File: src/rtl/awg_pkg.sv
// -----------------------------------------------------------------------------
// awg_pkg
// Shared definitions for the AWG sweep sequencer.
//   - Default widths for the frequency, amplitude, phase and dwell words.
//   - Sweep FSM state encoding (IDLE / DWELL / STEP).
// -----------------------------------------------------------------------------
package awg_pkg;

  localparam int FREQ_W  = 12;  // phase-accumulator step word
  localparam int AMP_W   = 8;   // amplitude word
  localparam int PH_W    = 8;   // phase offset word
  localparam int DWELL_W = 16;  // cycles-per-point counter

  // STEP has no output time of its own: the next frequency point is
  // computed in the same cycle the dwell expires, so the FSM only ever
  // rests in IDLE or DWELL. The encoding is kept so the three phases of a
  // sweep have names in waveforms and in the case statement.
  typedef enum logic [1:0] {
    IDLE  = 2'd0,
    DWELL = 2'd1,
    STEP  = 2'd2
  } sweep_state_t;

endpackage

File: src/rtl/awg_dwell_timer.sv
// -----------------------------------------------------------------------------
// awg_dwell_timer
// Per-point dwell counter for the sweep sequencer. On load it latches the
// dwell period (a period of 0 is treated as 1) and then produces a one-cycle
// expire pulse every max(dwell,1) cycles, reloading itself automatically,
// until cleared.
//
// Ports
//   clk     in   system clock
//   rst_n   in   asynchronous active-low reset
//   clr     in   stop counting (abort or sweep finished)
//   load    in   latch dwell and start counting
//   dwell   in   cycles per point, DWELL_W bits
//   expire  out  high during the last cycle of each dwell period
// -----------------------------------------------------------------------------
module awg_dwell_timer #(
  parameter int DWELL_W = awg_pkg::DWELL_W
) (
  input  logic               clk,
  input  logic               rst_n,
  input  logic               clr,
  input  logic               load,
  input  logic [DWELL_W-1:0] dwell,
  output logic               expire
);

  logic [DWELL_W-1:0] period_reg;
  logic [DWELL_W-1:0] cnt_reg;
  logic               active_reg;
  logic [DWELL_W-1:0] load_period;

  // The counter runs from period down to 0, so period = max(dwell,1) - 1.
  assign load_period = (dwell == '0) ? '0 : dwell - 1'b1;

  assign expire = active_reg && (cnt_reg == '0);

  always_ff @(posedge clk or negedge rst_n) begin
    if (!rst_n) begin
      period_reg <= '0;
      cnt_reg    <= '0;
      active_reg <= 1'b0;
    end else if (clr) begin
      cnt_reg    <= '0;
      active_reg <= 1'b0;
    end else if (load) begin
      period_reg <= load_period;
      cnt_reg    <= load_period;
      active_reg <= 1'b1;
    end else if (active_reg) begin
      cnt_reg <= (cnt_reg == '0) ? period_reg : cnt_reg - 1'b1;
    end
  end

endmodule

File: src/rtl/awg_sweep_ctrl.sv
// -----------------------------------------------------------------------------
// awg_sweep_ctrl
// Frequency-sweep sequencer feeding the AWG sine generator. Steps the
// frequency word from f_start to f_stop in f_step increments (clamped at
// f_stop, no wrap), holding each point for max(dwell,1) cycles. Single-shot
// or continuous; optional triangle (up-then-down) profile.
//
// Build option
//   AWG_SWEEP_TRI_EN  when defined, tri_mode=1 (latched at start) reverses
//                     the sweep at f_stop and returns to f_start. When
//                     undefined, tri_mode is ignored and no reverse logic
//                     exists.
//
// Ports
//   clk, rst_n               clock, asynchronous active-low reset
//   start                    begin sweep (IDLE only; stop has priority)
//   stop                     abort to IDLE, no done pulse
//   cont                     continuous repeat (latched at start)
//   tri_mode                 triangle profile (latched at start); named
//                            tri_mode because 'tri' is a reserved word
//   f_start, f_stop, f_step  sweep bounds and increment (latched at start)
//   dwell                    cycles per point (latched at start)
//   ld_ap, amp_in, phase_in  amplitude/phase load, any state
//   en                       sine generator enable
//   state_freq               current frequency word
//   state_amp, state_phase   registered amplitude / phase
//   busy                     high whenever not IDLE
//   done                     one-cycle pulse on natural completion
// All outputs are registered.
// -----------------------------------------------------------------------------
module awg_sweep_ctrl #(
  parameter int FREQ_W  = awg_pkg::FREQ_W,
  parameter int AMP_W   = awg_pkg::AMP_W,
  parameter int PH_W    = awg_pkg::PH_W,
  parameter int DWELL_W = awg_pkg::DWELL_W
) (
  input  logic               clk,
  input  logic               rst_n,
  input  logic               start,
  input  logic               stop,
  input  logic               cont,
  input  logic               tri_mode,
  input  logic [FREQ_W-1:0]  f_start,
  input  logic [FREQ_W-1:0]  f_stop,
  input  logic [FREQ_W-1:0]  f_step,
  input  logic [DWELL_W-1:0] dwell,
  input  logic               ld_ap,
  input  logic [AMP_W-1:0]   amp_in,
  input  logic [PH_W-1:0]    phase_in,
  output logic               en,
  output logic [FREQ_W-1:0]  state_freq,
  output logic [AMP_W-1:0]   state_amp,
  output logic [PH_W-1:0]    state_phase,
  output logic               busy,
  output logic               done
);

  import awg_pkg::*;

  sweep_state_t       state_reg;
  logic [FREQ_W-1:0]  freq_reg;
  logic [FREQ_W-1:0]  f_start_reg;
  logic [FREQ_W-1:0]  f_stop_reg;
  logic [FREQ_W-1:0]  f_step_reg;
  logic               dir_up_reg;
  logic               cont_reg;
  logic               en_reg;
  logic               busy_reg;
  logic               done_reg;
  logic [AMP_W-1:0]   amp_reg;
  logic [PH_W-1:0]    phase_reg;

  logic               returning_reg;  // triangle: on the way back to f_start
  logic               can_turn;       // triangle reversal is meaningful

  logic               start_ok;
  logic               expire;
  logic               point_done;
  logic               timer_clr;
  logic [FREQ_W-1:0]  target;
  logic               go_up;
  logic [FREQ_W-1:0]  fwd_freq;
  logic [FREQ_W-1:0]  turn_freq;
  logic               at_end;
  logic               turn_now;
  logic [FREQ_W-1:0]  next_freq;
  logic               finish;

  // Next point toward target, computed one bit wider so the sum/difference
  // cannot wrap before the clamp is applied.
  function automatic logic [FREQ_W-1:0] next_point(
    input logic [FREQ_W-1:0] f,
    input logic [FREQ_W-1:0] step,
    input logic [FREQ_W-1:0] tgt,
    input logic              up
  );
    logic [FREQ_W:0] wide;
    if (up) begin
      wide = {1'b0, f} + {1'b0, step};
      if (wide >= {1'b0, tgt}) wide = {1'b0, tgt};
    end else begin
      if ({1'b0, f} <= ({1'b0, tgt} + {1'b0, step})) wide = {1'b0, tgt};
      else                                          wide = {1'b0, f} - {1'b0, step};
    end
    return wide[FREQ_W-1:0];
  endfunction

  assign start_ok   = (state_reg == IDLE) && start && !stop;
  assign point_done = (state_reg == DWELL) && expire && !stop;

  // STEP action: evaluated combinationally and committed on the expiry edge.
  always_comb begin
    target    = returning_reg ? f_start_reg : f_stop_reg;
    go_up     = returning_reg ? ~dir_up_reg : dir_up_reg;
    fwd_freq  = next_point(freq_reg, f_step_reg, target, go_up);
    turn_freq = next_point(freq_reg, f_step_reg,
                           returning_reg ? f_stop_reg : f_start_reg, ~go_up);
    // A zero step can never reach f_stop, so it counts as a one-point sweep.
    at_end    = (freq_reg == target) || (f_step_reg == '0);
    // Turning at f_stop always happens; turning back at f_start only repeats
    // in continuous mode. The turn point's value is shown once, not twice.
    turn_now  = can_turn && at_end && (!returning_reg || cont_reg);
    next_freq = freq_reg;
    finish    = 1'b0;
    if (!at_end)        next_freq = fwd_freq;
    else if (turn_now)  next_freq = turn_freq;
    else if (cont_reg)  next_freq = f_start_reg;
    else                finish    = 1'b1;
  end

  assign timer_clr = stop || (point_done && finish);

  awg_dwell_timer #(
    .DWELL_W (DWELL_W)
  ) u_dwell_timer (
    .clk    (clk),
    .rst_n  (rst_n),
    .clr    (timer_clr),
    .load   (start_ok),
    .dwell  (dwell),
    .expire (expire)
  );

`ifdef AWG_SWEEP_TRI_EN
  logic tri_reg;

  always_ff @(posedge clk or negedge rst_n) begin
    if (!rst_n) begin
      tri_reg       <= 1'b0;
      returning_reg <= 1'b0;
    end else if (start_ok) begin
      tri_reg       <= tri_mode;
      returning_reg <= 1'b0;
    end else if (point_done && turn_now) begin
      returning_reg <= ~returning_reg;
    end
  end

  // A one-point sweep has nothing to reverse over.
  assign can_turn = tri_reg && (f_step_reg != '0) && (f_start_reg != f_stop_reg);
`else
  logic unused_tri_mode;
  assign unused_tri_mode = tri_mode;
  assign returning_reg   = 1'b0;
  assign can_turn        = 1'b0;
`endif

  always_ff @(posedge clk or negedge rst_n) begin
    if (!rst_n) begin
      state_reg   <= IDLE;
      freq_reg    <= '0;
      f_start_reg <= '0;
      f_stop_reg  <= '0;
      f_step_reg  <= '0;
      dir_up_reg  <= 1'b1;
      cont_reg    <= 1'b0;
      en_reg      <= 1'b0;
      busy_reg    <= 1'b0;
      done_reg    <= 1'b0;
      amp_reg     <= '0;
      phase_reg   <= '0;
    end else begin
      done_reg <= 1'b0;

      if (ld_ap) begin
        amp_reg   <= amp_in;
        phase_reg <= phase_in;
      end

      case (state_reg)
        IDLE: begin
          if (start_ok) begin
            f_start_reg <= f_start;
            f_stop_reg  <= f_stop;
            f_step_reg  <= f_step;
            dir_up_reg  <= (f_stop >= f_start);
            cont_reg    <= cont;
            freq_reg    <= f_start;
            en_reg      <= 1'b1;
            busy_reg    <= 1'b1;
            state_reg   <= DWELL;
          end
        end

        DWELL: begin
          if (stop) begin
            en_reg    <= 1'b0;
            busy_reg  <= 1'b0;
            state_reg <= IDLE;
          end else if (expire) begin
            if (finish) begin
              done_reg  <= 1'b1;
              en_reg    <= 1'b0;
              busy_reg  <= 1'b0;
              state_reg <= IDLE;
            end else begin
              freq_reg <= next_freq;
            end
          end
        end

        default: begin
          en_reg    <= 1'b0;
          busy_reg  <= 1'b0;
          state_reg <= IDLE;
        end
      endcase
    end
  end

  assign en          = en_reg;
  assign busy        = busy_reg;
  assign done        = done_reg;
  assign state_freq  = freq_reg;
  assign state_amp   = amp_reg;
  assign state_phase = phase_reg;

endmodule

File: config.mk
export PLATFORM = sky130hd
export DESIGN_NAME = awg_sweep_ctrl
export DESIGN_NICKNAME = d
export VERILOG_FILES = /design/src/rtl/awg_pkg.sv /design/src/rtl/awg_dwell_timer.sv /design/src/rtl/awg_sweep_ctrl.sv
export SDC_FILE = /design/constraint.sdc
export NUM_CORES = 1
export LEC_CHECK = 0
export CORE_MARGIN = 10
export CORE_UTILIZATION = 42
export CTS_BUF_LIST = sky130_fd_sc_hd__clkbuf_8
export DETAILED_ROUTE_END_ITERATION = 10
export GPL_TIMING_DRIVEN = 0
export PLACE_DENSITY = 0.66
export SLEW_MARGIN = 5
export SYNTH_ARGS = -nofsm -noshare
export SYNTH_HDL_FRONTEND = slang
export SYNTH_SLANG_ARGS = --single-unit
File: constraint.sdc
create_clock -name clk -period 7.5 [get_ports clk]
set_clock_uncertainty 0.2 [all_clocks]
set_input_delay 2.25 -clock clk [delete_from_list [all_inputs] [get_ports clk]]
set_output_delay 2.25 -clock clk [all_outputs]
set_load 0.01 [all_outputs]
==> run metrics <==
status=complete, no violations; H-tree depth=3; Synth top area share=0.323; RSZ-0062 raised after global routing=false; PostCTS Resize Cnt=0; maxcap violations=0; Reg clk slew, reported paths=0.11 ns; fin nets=1,175; TNS Setup=0 ns; Seq pwr share=0.310; area grow syn2layout=19.9%; PortBufs=103; register area share after synthesis=0.327; postcts setup bufs=0; sequential cell area=2530 um2; switching part of the total=0.447; Synth area leaders=dfrtp_1 32%, ha_1 12%, nand2_1 5.8%, xnor2_1 4.5%, o21ai_0 3.8%; TritonRoute pass-1 iters=5; reg2reg end=state_freq[3]; die area=24,300 um2; Die Span Y=156 um; Slew Limit Fails=0; Final period util=0.676; Pwr per Cell Area=263 nW/um2; Worst Hold End=u_dwell_timer.period_reg[1]; P_leak=0.00418 uW; Net Count, Synth=1,060; # DRC=0; IO Count=106; vias in the first global route=7,198; sw power=1090 uW; Die X=156 um; worst vdd ir=0.155 mV; vias per std cell=5.72; Primary FF master, synth=dfrtp_1; Clk network pwr share=0.150; number of buffers created by CTS=9; Setup CP Type=register to register; CTS Sinks=101; Syn Inst Count=907; Syn Area/Cell=8.53 um2; Post-Syn Area=7740 um2; Post-Layout Cell Count=1,257; multi-input logic area=4800 um2; Yosys cell types=74; CP Max Fanout=10; Detailed Route WL=24.1 mm; synth cell count leaders=119 x nand2_1, 100 x dfrtp_1, 78 x nor2_1; required time of the critical path=7.61 ns; power share of the combinational group=0.540; largest net degree at the start of global routing=63; ys async rst share=1.00; Congestion Overflow GR=0; Routed Antenna Nets=0; Tot Pwr=2440 uW; FILL cells=1,777; cell with the most instances after synthesis=nand2_1; FF+latch count, synth=101; initial drt markers=531; startpoint types=register; cts hold-fix bufs=0; count of final setup violators=0; crit path DAT=5.18 ns; Via Count=7,188; share of cells above drive strength 1=0.0545; drt wl/cell=19.1 um; clock buffer depth=2; R2R Setup Slk=2.43 ns; Clock Tree Root=clkbuf_8; R2R depth=19; Syn. warnings=0; dpl cells=1,240; Slew @ Worst Pin=1.06 ns; final hold viol count=0; Reg-to-Reg Start=f_step_reg[1]; Post-synth EDFFs=0; type of the worst min-delay path=register to register; Hold Startpoint=u_dwell_timer.period_reg[1]; Core ar.=18,000 um2; detailed placement HPWL=18.7 mm; worst hold stages=1; Final min period=5.07 ns; Max-slew headroom=0.290; Hold Slack=0.286 ns; CP Capture Type=register; initial antenna violation count=1; clock latency on the worst-skew pair=0.40 ns; GRT Overall Usage=0.195; Power Internal=1350 uW; Placer Congestion=0.916; area leader, netlist=dfrtp_1; maximum clock frequency=197 MHz; CTS tree=done; FP Rows=49; Initial Util=0.429; global-route wire length before repair=38.4 mm
## placed cells by master, fill, tap and decap left out, types with 4 or more instances in the layout
cell type	netlist	final
nand3_1	16	16
o221ai_1	8	8
a211o_1	4	4
a21o_1	22	22
buf_1	4	4
nor4_1	12	12
nand2_1	119	119
o211ai_1	6	6
clkbuf_1	24	24
o22a_1	7	7
nand4_1	7	7
o21a_1	4	4
buf_6	4	5
mux2_2	16	16
dfrtp_1	100	100
ha_1	75	75
a31oi_1	11	11
a21oi_1	50	50
o21ai_0	59	59
nand2b_1	19	19
or3_1	11	11
and3_1	5	5
nor2b_1	5	5
o31ai_1	10	10
clkbuf_8	0	9
o41ai_1	4	4
a211oi_1	13	13
xor2_1	20	20
nor3_1	24	24
nor2_1	78	78
inv_1	60	60
xnor2_1	40	40
clkdlybuf4s50_1	0	102
a221oi_1	5	5
## how the worst max path moves through the flow
stage                           endpoint  slack (ns)  cells past startpoint          start
after floorplan            state_freq[9]        3.30                     16  state_freq[2]
after global placement    state_freq[11]       -0.12                      1          rst_n
after detailed placement   f_step_reg[3]        2.35                      6           stop
after CTS                  state_freq[6]        2.47                     19  f_step_reg[1]
after global routing       state_freq[2]        2.10                     19  f_step_reg[1]
final                      state_freq[3]        2.43                     19  f_step_reg[1]
## layer usage
| layer | vias to the layer above | share of wire | GRT usage | wire length, um |
|---|---|---|---|---|
| met4 | 0 | 0.031 | 0.0758 | 746 |
| met3 | 52 | 0.054 | 0.0336 | 1290 |
| li1 | 3470 | - | - | - |
| met5 | - | 0 | 0 | 0 |
| met2 | 235 | 0.48 | 0.329 | 11500 |
| met1 | 3431 | 0.44 | 0.244 | 10500 |
## stage by stage
stage,util,setup WS (ns),instance area [um2]
after CTS,0.515,2.47,9280
after global routing,0.515,2.10,9280
final,0.515,2.43,9280
after detailed placement,0.504,2.35,9080
after global placement,0.502,-0.116,9060
after floorplan,-,3.30,7740
## cell type report
type,instances,area share
Sequential cell,101,0.272
Buffer,37,0.0194
Clock buffer,9,0.0133
Multi-Input combinational cell,708,0.517
Antenna cell,1,0.000270
Timing Repair Buffer,104,0.114
Inverter,61,0.0247
Clock inverter,7,0.00755
Tap cell,229,0.0309
## critical path, stage by stage, from the launching register on
cell	delay [ns]
dfrtp_1	0.56
ha_1	0.30
a21o_1	0.16
a21oi_1	0.21
nor2b_1	0.09
o211ai_1	0.17
nand2_1	0.11
a41oi_1	0.31
nor2b_1	0.19
xor2_1	0.16
ha_1	0.24
nand3_1	0.13
nor4_1	0.10
a211o_1	0.29
a211oi_1	0.70
nand2_1	0.14
clkbuf_1	0.28
o221ai_1	0.27
a221oi_1	0.13
o31ai_1	0.23
## kinds of logic (layout without fill, tap and decap cells)
logic type,count (synthesis),in the layout,synth area share
AO/OA/AOI/OAI,237,237,0.207
XOR/XNOR,60,60,0.0679
adder cells (fa/ha/maj),78,78,0.129
buffers and inverters,98,218,0.0529
flip-flops,101,101,0.327
multiplexers,18,18,0.0259
other,0,1,0
AND/OR/NAND/NOR,315,315,0.191
## power groups by stage
| stage | registers (uW) | logic, uW | clock network [uW] |
|---|---|---|---|
| after global routing | 769 | 1460 | 390 |
| after floorplan | 730 | 927 | 0 |
| final | 757 | 1320 | 365 |
| after detailed placement | 764 | 1300 | 0 |
| after global placement | 761 | 1280 | 0 |
| after CTS | 754 | 1300 | 368 |
Power figures use the tool's default switching activity.
